<file path="config.mk">
export PLATFORM = sky130hd
export DESIGN_NAME = lcd_reader
export DESIGN_NICKNAME = d
export VERILOG_FILES = /design/src/rtl/lcd_reader.sv
export SDC_FILE = /design/constraint.sdc
export NUM_CORES = 1
export LEC_CHECK = 0
export ABC_AREA = 1
export CELL_PAD_IN_SITES_DETAIL_PLACEMENT = 1
export CELL_PAD_IN_SITES_GLOBAL_PLACEMENT = 1
export CORE_UTILIZATION = 40
export DETAILED_ROUTE_END_ITERATION = 16
export PLACE_DENSITY = 0.78
export SLEW_MARGIN = 5
export SYNTH_ARGS = -nofsm -noshare
export SYNTH_HDL_FRONTEND = slang
export SYNTH_SLANG_ARGS = --single-unit
export TNS_END_PERCENT = 10
</file>
<file path="constraint.sdc">
create_clock -name CLK_50M -period 2.3 [get_ports CLK_50M]
set_input_delay 0.575 -clock CLK_50M [delete_from_list [all_inputs] [get_ports CLK_50M]]
set_output_delay 0.575 -clock CLK_50M [all_outputs]
set_load 0.01 [all_outputs]
</file>
<file path="src/rtl/lcd_reader.sv">
// lcd_reader: 4-bit HD44780-style panel read sequencer (two nibbles per byte); define LCD_BUSY_POLL_EN to enable busy-flag polling
module lcd_reader #(
  parameter int T_SETUP  = 2,
  parameter int T_EH     = 12,
  parameter int T_HOLD   = 2,
  parameter int T_GAP    = 50,
  parameter int POLL_MAX = 255
) (
  input  logic       CLK_50M,
  input  logic       rst,
  input  logic       req,
  input  logic       rs_sel,
  input  logic       poll,
  output logic       busy,
  output logic       done,
  output logic [7:0] rd_data,
  output logic       timeout,
  output logic       LCD_E,
  output logic       LCD_RS,
  output logic       LCD_RW,
  input  logic [3:0] LCD_DB_I,
  output logic       strataflash_ce
);
  typedef enum logic [3:0] {IDLE, SETUP_H, EH_H, HOLD_H, GAP, SETUP_L, EH_L, HOLD_L, DONE} state_t;
  state_t      state_q, state_d;
  logic [15:0] cnt_q, cnt_d;
  logic        rs_q;
  logic [7:0]  rd_data_q;
  logic        last, again, rep;
  assign last = cnt_q == 16'd0;
  assign strataflash_ce = 1'b1;
  assign busy    = state_q != IDLE && state_q != DONE;
  assign done    = state_q == DONE;
  assign LCD_E   = state_q == EH_H || state_q == EH_L;
  assign LCD_RW  = busy;
  assign LCD_RS  = busy && rs_q;
  assign rd_data = rd_data_q;
`ifdef LCD_BUSY_POLL_EN
  localparam int PW = $clog2(POLL_MAX + 1);
  logic          poll_q, rep_q, timeout_q, bf;
  logic [PW-1:0] pcnt_q;
  assign bf      = poll_q && !rs_q && rd_data_q[7];
  assign again   = bf && (int'(pcnt_q) + 1 < POLL_MAX);
  assign rep     = rep_q;
  assign timeout = timeout_q;
  // poll bookkeeping: read count, repeat-from-high-nibble flag and timeout flag
  always_ff @(posedge CLK_50M or posedge rst) begin
    if (rst) begin
      poll_q    <= 1'b0;
      rep_q     <= 1'b0;
      timeout_q <= 1'b0;
      pcnt_q    <= '0;
    end else if (state_q == IDLE && req) begin
      poll_q    <= poll;
      rep_q     <= 1'b0;
      timeout_q <= 1'b0;
      pcnt_q    <= '0;
    end else if (state_q == HOLD_L && last) begin
      rep_q     <= again;
      timeout_q <= bf && !again;
      pcnt_q    <= again ? pcnt_q + 1'b1 : pcnt_q;
    end else if (state_q == GAP && last) begin
      rep_q     <= 1'b0;
    end
  end
`else
  logic unused_poll;
  assign unused_poll = poll & (POLL_MAX > 0);
  assign again   = 1'b0;
  assign rep     = 1'b0;
  assign timeout = 1'b0;
`endif
  // next state and per-state down-counter reload on every state change
  always_comb begin
    state_d = state_q;
    unique case (state_q)
      IDLE:    state_d = req ? SETUP_H : IDLE;
      SETUP_H: state_d = last ? EH_H : SETUP_H;
      EH_H:    state_d = last ? HOLD_H : EH_H;
      HOLD_H:  state_d = last ? GAP : HOLD_H;
      GAP:     state_d = !last ? GAP : rep ? SETUP_H : SETUP_L;
      SETUP_L: state_d = last ? EH_L : SETUP_L;
      EH_L:    state_d = last ? HOLD_L : EH_L;
      HOLD_L:  state_d = !last ? HOLD_L : again ? GAP : DONE;
      DONE:    state_d = IDLE;
      default: state_d = IDLE;
    endcase
    cnt_d = state_d == state_q ? (last ? cnt_q : cnt_q - 16'd1) :
            (state_d == SETUP_H || state_d == SETUP_L) ? 16'(T_SETUP - 1) :
            (state_d == EH_H || state_d == EH_L)       ? 16'(T_EH - 1) :
            (state_d == HOLD_H || state_d == HOLD_L)   ? 16'(T_HOLD - 1) :
            state_d == GAP                             ? 16'(T_GAP - 1) : 16'd0;
  end
  // state, counter, latched select and nibble capture on the last E-high clock
  always_ff @(posedge CLK_50M or posedge rst) begin
    if (rst) begin
      state_q   <= IDLE;
      cnt_q     <= 16'd0;
      rs_q      <= 1'b0;
      rd_data_q <= 8'h00;
    end else begin
      state_q <= state_d;
      cnt_q   <= cnt_d;
      if (state_q == IDLE && req) rs_q <= rs_sel;
      if (state_q == EH_H && last) rd_data_q[7:4] <= LCD_DB_I;
      if (state_q == EH_L && last) rd_data_q[3:0] <= LCD_DB_I;
    end
  end
endmodule

</file>
==> impl_metrics.yaml <==
logic_synthesis:
  synth_area_um2: 1679
  ys.flop_type: "dfrtp_1"
  ys_warn_count: 0
  synth.top_cell.area_share: 0.4322
  ys_seq_area_frac: 0.4322
  synthTopCellsByCount: "dfrtp_1 (29), nand2_1 (27), inv_1 (24), nor2_1 (24), o21ai_0 (11)"
  yosys.area_share.simple: 0.3465
  ys_ff_latch: 29
  yosysMostFrequentCell: "dfrtp_1"
  synthTopCellsByArea: "dfrtp_1 (43%), nand2_1 (6.0%), inv_1 (5.4%)"
  synth_top_family_by_area: "simple AND/OR/NAND/NOR gates"
  syn-num-nets: 205
  yosys.area_share.adder: 0.007452
  synth.avg_cell_area_um2: 8.611
  async_flop_share: 1.000
  synthXorXnorAreaFrac: 0.06781
  postSynthCellCount: 195
  yosysUniqueCellTypes: 30
  synth_edf_count: 0
  synth.largest_area_cell: "dfrtp_1"
  synthMuxAreaShare: 0.006706
  synth-compound-area-share: 0.05663
worst_hold_path:
  worstHoldPathCells: 2
  hold_class: "flip-flop to flip-flop"
  min-delay-start: "rd_data[0]"
  min_to: "rd_data[0]"
clock_network:
  clk_latency_ns: 0.29
  cts_tree: "built"
  cts-buffers-inserted: 5
  cts_buffer_depth: 2
  cts_hold_buf: 0
  postCtsSetupBuffers: 0
  cts.htree.levels: 2
  clk_pin_slew_ns: 0.07
  cts-root-buf: "clkbuf_8"
  clock_sinks: 29
placement:
  dp_cells: 264
  place_congestion: 0.7929
  portBuffers: 20
  dpl.hpwl_um: 2798
global_route:
  grt_overflow_total: 0
  grt_usage: 0.1973
  grt_max_degree: 30
  grt_pass1_vias: 1433
  antenna_found_initial: 0
  grt_pass1_wl_um: 6417
cells_and_area:
  insertedDiodeCount: 0
  layout-drive-gt1-share: 0.2162
  multiInputGateArea_um2: 824.5
  fill_cells: 499
  fin_cells: 272
  nNetsFinal: 231
  syn_to_final_growth_pct: 20.34
  regArea_um2: 726.9
worst_setup_path:
  required_ns: 1.73
  crit_path_max_fanout: 7
  cp-start-kind: "flip-flop"
  cp-startpoint: "state_q[0]"
  worst_ep_arrival_time_ns: 1.64
  r2r_slack_ns: 0.25
  reg2reg_depth: 13
  crit_path_cell_trace: "nor2_2 -> nand2_1 -> nor2_1 -> clkdlybuf4s50_1"
  cp_slowest_stage_delay_ns: 0.55
  reg2reg_to: "cnt_q[0]"
  crit_slowest_cell: "clkdlybuf4s50_1"
  reg2reg_from: "cnt_q[0]"
  end_kind: "primary output"
  critPathKind: "flip-flop to primary output"
drt:
  viasPerCell: 4.971
  via_count: 1352
  drc: 0
  drt_iter0_drc: 49
  routed_wl_um: 3805
  avgRoutedWirePerCell_um: 13.99
  drtPass1Iterations: 4
  antenna_left: 0
timing:
  min_period_over_period: 0.9630
  rsz0062_at_grt: "false"
  setup_violations: 0
  fin_crit_ns: 2.215
  clock.fmax_ghz: 0.4515
  whs_ns: 0.4934
  hold_viol: 0
  slew_violations: 0
  finClkSkew_ns: 0.009363
  fin_setup_tns_ns: 0
power:
  cellPowerDensity_nw_per_um2: 473.0
  p_switching_uw: 225.5
  combPwrFrac: 0.028
  ir_drop_mv: 0.3409
  p_sw_frac: 0.2359
  leakage_uw: 0.0009866
  p_int_uw: 730.2
  seq_power_share: 0.534
  clockPowerShare: 0.438
floorplan:
  coreArea_um2: 4029
  io_pins: 24
  die-area_um2: 4461
  die_h_um: 66.79
  die_w_um: 66.79
  std_cell_rows: 23
  initial_core_util: 0.4168
status:
  outcome: "finished clean"
run:
  maxCapViolations: 0
## sequential cells by signal, summed over array words and instances, names as in the netlist
name / cells
cnt_q: 16
rd_data: 8
state_q: 4
rs_q: 1
## layout by cell type, fill, tap and decap left out, drive strengths merged
cell | synthesis | routed
nand2 | 39 | 39
nor2 | 38 | 38
dfrtp | 29 | 29
inv | 26 | 26
clkdlybuf4s50 | 0 | 20
nand3 | 13 | 13
o21ai | 12 | 12
xor2 | 8 | 8
nor3 | 6 | 6
nand4 | 5 | 5
xnor2 | 5 | 5
clkbuf | 0 | 5
buf | 4 | 3
a21oi | 3 | 3
conb | 2 | 2
clkinv | 0 | 2
nor4 | 1 | 1
o2111ai | 1 | 1
a21boi | 1 | 1
mux2 | 1 | 1
ha | 1 | 1
clkinvlp | 0 | 1
## worst max-delay path by stage
stage,end,slack (ns),depth (start not counted)
after floorplan,cnt_q[12],0.53,12
after global placement,cnt_q[0],0.25,10
after detailed placement,cnt_q[0],0.20,10
after CTS,done,0.01,4
after global routing,done,0.009,4
final,done,0.09,4
## power groups by stage
stage	registers (uW)	logic, uW	clock network [uW]
after floorplan	520	13.1	0
after global placement	520	27.5	0
after detailed placement	520	27.9	0
after CTS	510	27.9	427
after global routing	509	31.2	449
final	510	27.0	419
## cells by family after synthesis
kind of cell	Yosys count
muxes	1
adders and majority gates	1
AOI/OAI and AO/OA	17
DFF	29
xor gates and xnor gates	13
and+or+nand+nor	102
other	2
buffers and inverters	30
## critical path: cells and delay by family, from the launching register on
family / cells / cell delay [ns]
buffers and inverters: 1 / 0.55
flip-flops: 1 / 0.48
AND/OR/NAND/NOR: 3 / 0.32
## area by class of cell
cell class,count,area share
Multi-Input combinational cell,136,0.4080
Sequential cell,29,0.3598
Timing Repair Buffer,23,0.1102
Inverter,26,0.04830
Clock buffer,5,0.03406
Tap cell,50,0.03096
Clock inverter,3,0.008669
## per-layer routing
layer / GRT usage / vias to the layer above / wire length (um)
met5: 0 / - / 0
li1: - / 659 / -
met3: 0.04623 / 11 / 106
met1: 0.2312 / 664 / 1626
met4: 0.09840 / 0 / 93
met2: 0.3333 / 18 / 1979
## stage by stage
stage                 util  setup slack (ns)  power [uW]  cell area (um2)
global placement    0.4792            0.2549       547.0             1931
floorplan                -            0.5311       532.6             1679
global route        0.5016          0.008687       989.7             2021
CTS                 0.5009           0.01047       964.9             2018
detailed placement  0.4792            0.2006       547.4             1931
finish              0.5016           0.08504       955.7             2021
## what timing repair did
action,CTS,global route
gates resized for setup,1,1
setup endpoints to repair,1,1
gates cloned,0,0
endpoints found under the hold margin,0,0
No activity file was read; power rests on OpenSTA's default activity.
